`src/rtl/tt_scan_ctrl.sv`:
```
// Scan-chain master: serially loads a CHAIN_LEN-bit word MSB first and captures the old contents.
// Optional TT_SCAN_CTRL_LOOPBACK_CHECK_EN adds o_mismatch (capture vs previously loaded word).
module tt_scan_ctrl #(
   parameter int CHAIN_LEN = 4,
   parameter int CNT_W     = $clog2(CHAIN_LEN + 1)
) (
   input  logic                 i_clk,
   input  logic                 i_rst,
   input  logic                 i_start,
   input  logic [CHAIN_LEN-1:0] i_wdata,
   output logic                 o_busy,
   output logic                 o_done,
   output logic [CHAIN_LEN-1:0] o_rdata,
   output logic                 o_scan_en,
   output logic                 o_scan_in,
`ifdef TT_SCAN_CTRL_LOOPBACK_CHECK_EN
   output logic                 o_mismatch,
`endif
   input  logic                 i_scan_out
);

   typedef enum logic [1:0] {IDLE, SHIFT, DONE} state_t;

   state_t               state_q, state_d;
   logic [CNT_W-1:0]     cnt_q, cnt_d;
   logic [CHAIN_LEN-1:0] shift_q, shift_d, cap_q, cap_d, rdata_q, rdata_d;
   logic                 en_q, en_d, sin_q, sin_d, done_q, done_d, busy_q, busy_d;
   logic [CHAIN_LEN-1:0] shift_rot, cap_shift;
   logic                 cnt_last;

   // Rotating rather than shifting leaves the loaded word intact after CHAIN_LEN steps.
   assign shift_rot = (shift_q << 1) | (shift_q >> (CHAIN_LEN - 1));
   assign cap_shift = (cap_q << 1) | CHAIN_LEN'(i_scan_out);
   assign cnt_last  = (cnt_q == CNT_W'(CHAIN_LEN - 1));

   always_ff @(posedge i_clk or posedge i_rst) begin
      if (i_rst) state_q <= IDLE;
      else       state_q <= state_d;
   end

   always_comb begin
      state_d = state_q;
      case (state_q)
         IDLE:    if (i_start) state_d = SHIFT;
         SHIFT:   if (cnt_last) state_d = DONE;
         DONE:    state_d = IDLE;
         default: state_d = IDLE;
      endcase
   end

`ifdef TT_SCAN_CTRL_LOOPBACK_CHECK_EN
   logic [CHAIN_LEN-1:0] prev_q, prev_d;
   logic                 mis_q, mis_d;
`endif

   // Next values of every registered output; nothing reaches a port combinationally.
   always_comb begin
      en_d    = 1'b0;
      sin_d   = 1'b0;
      done_d  = 1'b0;
      busy_d  = 1'b0;
      shift_d = shift_q;
      cap_d   = cap_q;
      cnt_d   = cnt_q;
      rdata_d = rdata_q;
`ifdef TT_SCAN_CTRL_LOOPBACK_CHECK_EN
      prev_d  = prev_q;
      mis_d   = mis_q;
`endif
      case (state_q)
         IDLE: if (i_start) begin
            shift_d = i_wdata;
            en_d    = 1'b1;
            sin_d   = i_wdata[CHAIN_LEN-1];
            busy_d  = 1'b1;
            cnt_d   = '0;
         end
         SHIFT: begin
            busy_d  = 1'b1;
            shift_d = shift_rot;
            cap_d   = cap_shift;
            if (cnt_last) begin
               done_d  = 1'b1;
               rdata_d = cap_shift;
               cnt_d   = '0;
`ifdef TT_SCAN_CTRL_LOOPBACK_CHECK_EN
               mis_d   = (cap_shift != prev_q);
               prev_d  = shift_rot;
`endif
            end else begin
               en_d  = 1'b1;
               sin_d = shift_rot[CHAIN_LEN-1];
               cnt_d = cnt_q + 1'b1;
            end
         end
         default: ;
      endcase
   end

   always_ff @(posedge i_clk or posedge i_rst) begin
      if (i_rst) begin
         en_q    <= 1'b0;
         sin_q   <= 1'b0;
         done_q  <= 1'b0;
         busy_q  <= 1'b0;
         shift_q <= '0;
         cap_q   <= '0;
         cnt_q   <= '0;
         rdata_q <= '0;
`ifdef TT_SCAN_CTRL_LOOPBACK_CHECK_EN
         prev_q  <= '0;
         mis_q   <= 1'b0;
`endif
      end else begin
         en_q    <= en_d;
         sin_q   <= sin_d;
         done_q  <= done_d;
         busy_q  <= busy_d;
         shift_q <= shift_d;
         cap_q   <= cap_d;
         cnt_q   <= cnt_d;
         rdata_q <= rdata_d;
`ifdef TT_SCAN_CTRL_LOOPBACK_CHECK_EN
         prev_q  <= prev_d;
         mis_q   <= mis_d;
`endif
      end
   end

   assign o_scan_en = en_q;
   assign o_scan_in = sin_q;
   assign o_done    = done_q;
   assign o_busy    = busy_q;
   assign o_rdata   = rdata_q;
`ifdef TT_SCAN_CTRL_LOOPBACK_CHECK_EN
   assign o_mismatch = mis_q;
`endif

endmodule

```
`config.mk`:
```
export PLATFORM = sky130hd
export DESIGN_NAME = tt_scan_ctrl
export DESIGN_NICKNAME = d
export VERILOG_FILES = /design/src/rtl/tt_scan_ctrl.sv
export SDC_FILE = /design/constraint.sdc
export NUM_CORES = 1
export LEC_CHECK = 0
export ABC_AREA = 1
export BUFFER_PORTS_ARGS = -buffer_cell sky130_fd_sc_hd__buf_4
export CAP_MARGIN = 20
export CORE_UTILIZATION = 36
export CTS_CLUSTER_SIZE = 24
export DETAILED_ROUTE_END_ITERATION = 6
export HOLD_SLACK_MARGIN = 0.12
export REMOVE_ABC_BUFFERS = 1
export SYNTH_ARGS = -nofsm -noshare
export SYNTH_HDL_FRONTEND = slang
export SYNTH_SLANG_ARGS = --single-unit
```
`constraint.sdc`:
```
create_clock -name i_clk -period 2.8 [get_ports i_clk]
set_clock_uncertainty 0.2 [all_clocks]
set_input_delay 0.28 -clock i_clk [delete_from_list [all_inputs] [get_ports i_clk]]
set_output_delay 0.28 -clock i_clk [all_outputs]
set_load 0.05 [all_outputs]
```
==> flow_summary.json <==
{
  "outcome": "completed",
  "dp_hpwl_um": 1160,
  "power.total_uw": 1320,
  "fill_cells": 224,
  "initial_core_util": 0.394,
  "arrival_ns": 1.65,
  "synth_compound_area_frac": 0.0446,
  "critPathLaunchType": "primary input",
  "hold_class": "in2reg",
  "hold_violations": 0,
  "htree_levels": 1,
  "avgViaCountPerCell": 4.59,
  "synth_mux_area_frac": 0,
  "powerDensity_nw_per_um2": 1180,
  "ios": 16,
  "drc_errors": 0,
  "area_growth_pct": 25.2,
  "grt_pass1_vias": 632,
  "yosysSeqAreaShare": 0.558,
  "clockBufferDepth": 2,
  "final_cell_mix": "nand2_1 (38), dfrtp_1 (20), buf_4 (15), inv_1 (10), dlygate4sd3_1 (7)",
  "wl_per_cell_um": 11.2,
  "reg2reg_depth": 4,
  "final_common_cell": "nand2_1",
  "die_y_um": 51.9,
  "dpl_worst_slack_ns": 1.40,
  "setup.worst_path.class": "in2reg",
  "clock_sinks": 20,
  "rr_startpoint": "state_q[0]",
  "cts_setup_buffers": 0,
  "maxCapViolCount": 0,
  "rr_endpoint": "o_scan_in",
  "fmax_mhz": 603,
  "totalWireLength_um": 1650,
  "grt_pass1_wl_um": 2820,
  "layout.nets": 129,
  "worst_pin_slew_ns": 0.750,
  "hp-start": "i_start",
  "grt_use_total": 0.143,
  "coreArea_um2": 2280,
  "r2r_slack_ns": 1.14,
  "clk_pin_slew_ns": 0.11,
  "synth.avg_cell_area_um2": 9.44,
  "synth_top_area_share": 0.558,
  "synthDistinctLibCells": 18,
  "synth_top_family_by_area": "simple AND/OR/NAND/NOR gates",
  "fp.dieW_um": 51.9,
  "min_period_ns": 1.66,
  "dr.pass1.iters": 4,
  "ys_warn_count": 0,
  "antenna_found_initial": 0,
  "finalSetupViolCount": 0,
  "setup-tns-final_ns": 0,
  "rsz0062_at_grt": "false",
  "row_count": 17,
  "crit_fanout": 2,
  "crit_required_ns": 2.79,
  "syn_inst": 95,
  "drive_gt1_frac": 0.261,
  "fin_util": 0.494,
  "setup_ws_ns": 1.14,
  "portBuffers": 15,
  "synthXorXnorAreaFrac": 0,
  "grt_max_degree": 21,
  "cts-resized-gates": 0,
  "num_antenna_cells": 0,
  "clk_latency_ns": 0.30,
  "holdPathEnd": "o_busy",
  "grt-ovfl-total": 0,
  "drtAntennaViolNets": 0,
  "vdd_drop_max_mv": 0.563,
  "place_congestion": 0.784,
  "netlist_area_um2": 897,
  "dieArea_um2": 2700,
  "synth_simple_gate_area_frac": 0.303,
  "synthAdderAreaFrac": 0.0139,
  "p_leak_uw": 0.000597,
  "vias": 675,
  "cts_made_buffers": 3,
  "fin_crit_sh": 0.593,
  "finalMaxSlewViolations": 0,
  "timing.slew.headroom": 0.500,
  "worst_setup_path_end_kind": "flip-flop",
  "ys_ff_latch": 20,
  "worst_hold_path.num_cells": 3,
  "yosysTopAreaCell": "dfrtp_1",
  "cts_root_buffer": "clkbuf_4",
  "ys_top_cells_by_area": "dfrtp_1 (56%), nand2_1 (16%), inv_1 (4.2%), nand3_2 (3.3%), nand3_1 (2.8%)",
  "cts_tree": "done",
  "drt_iter0_markers": 19
}
-- cells by family after synthesis --
family          count (synthesis)
buf+inv                        14
compound gates                  6
flops                          20
fa+ha+maj                       1
simple gates                   54
-- worst max-delay path, stage by stage --
cell and delay [ns]:
dlygate4sd3_1 0.53, buf_4 0.13, nand4_1 0.07, dlygate4sd3_1 0.56, o21ai_1 0.07
-- Yosys cell counts --
cell and count:
nand2_1 38, dfrtp_1 20, inv_1 10, nand3_1 5, nand3_2 3, inv_2 2, nor2_1 2, nor2_4 2
o21ai_1 2, o21ai_2 2, o22ai_1 2, buf_12 1, buf_4 1, ha_1 1, nand2_2 1, nand2_4 1
nand2_8 1, nand4_1 1
-- through the flow --
step / instances / area, um^2 / hold WS (ns)
after floorplan: 93 / 870 / 0.0438
after detailed placement: 136 / 1020 / 0.269
after global routing: 147 / 1120 / 0.140
after CTS: 147 / 1120 / 0.124
after global placement: 136 / 1020 / 0.260
final: 147 / 1120 / 0.145
-- where the power goes --
group | total [uW] | leakage [uW] | switching (uW) | internal [uW]
registers | 499 | 0.000246 | 83.4 | 416
clock network | 168 | 0.0000210 | 89.0 | 79.2
logic | 653 | 0.000331 | 442 | 211
total | 1320 | 0.000597 | 615 | 706
-- what timing repair did --
item,4_1_cts,5_1_grt
hold endpoints to repair,27,0
hold buffers,7,0
setup endpoints to repair,0,0
-- area by class of cell --
cell class              count  area [um^2]  share of cell area
clock buffers               4         36.3              0.0323
inverters                  12         45.0              0.0401
multi-input cells          61          324               0.288
flip-flops and latches     20          500               0.445
well taps                  28         35.0              0.0312
repair buffers             22          183               0.163
-- flip-flops by register name, indices dropped and copies added (netlist names) --
register and flops:
o_scan_in 1, o_busy 1, o_scan_en 1, state_q 2
o_rdata 4, o_done 1, cap_q 3, cnt_q 3
shift_q 4
-- worst max path at each step --
stage                           from    endpoint  slack, ns  cells after the start
after floorplan             cnt_q[0]  o_rdata[0]       1.52                      6
after global placement      cnt_q[0]  o_rdata[3]       1.41                      6
after detailed placement    cnt_q[0]  o_rdata[3]       1.40                      6
after CTS                 state_q[0]  shift_q[3]       1.14                      4
after global routing      state_q[0]  shift_q[3]       1.07                      4
final                     i_wdata[3]   o_scan_in       1.14                      5
-- routing by layer --
layer  GRT usage  vias up  share of wire  wire length, um
met5           0        -              0                0
met4      0.0541        0              0                0
met3      0.0351        0          0.038               62
met2       0.220       14           0.49              813
met1       0.193      319           0.47              769
li1            -      342              -                -
Power figures use the tool's default switching activity.
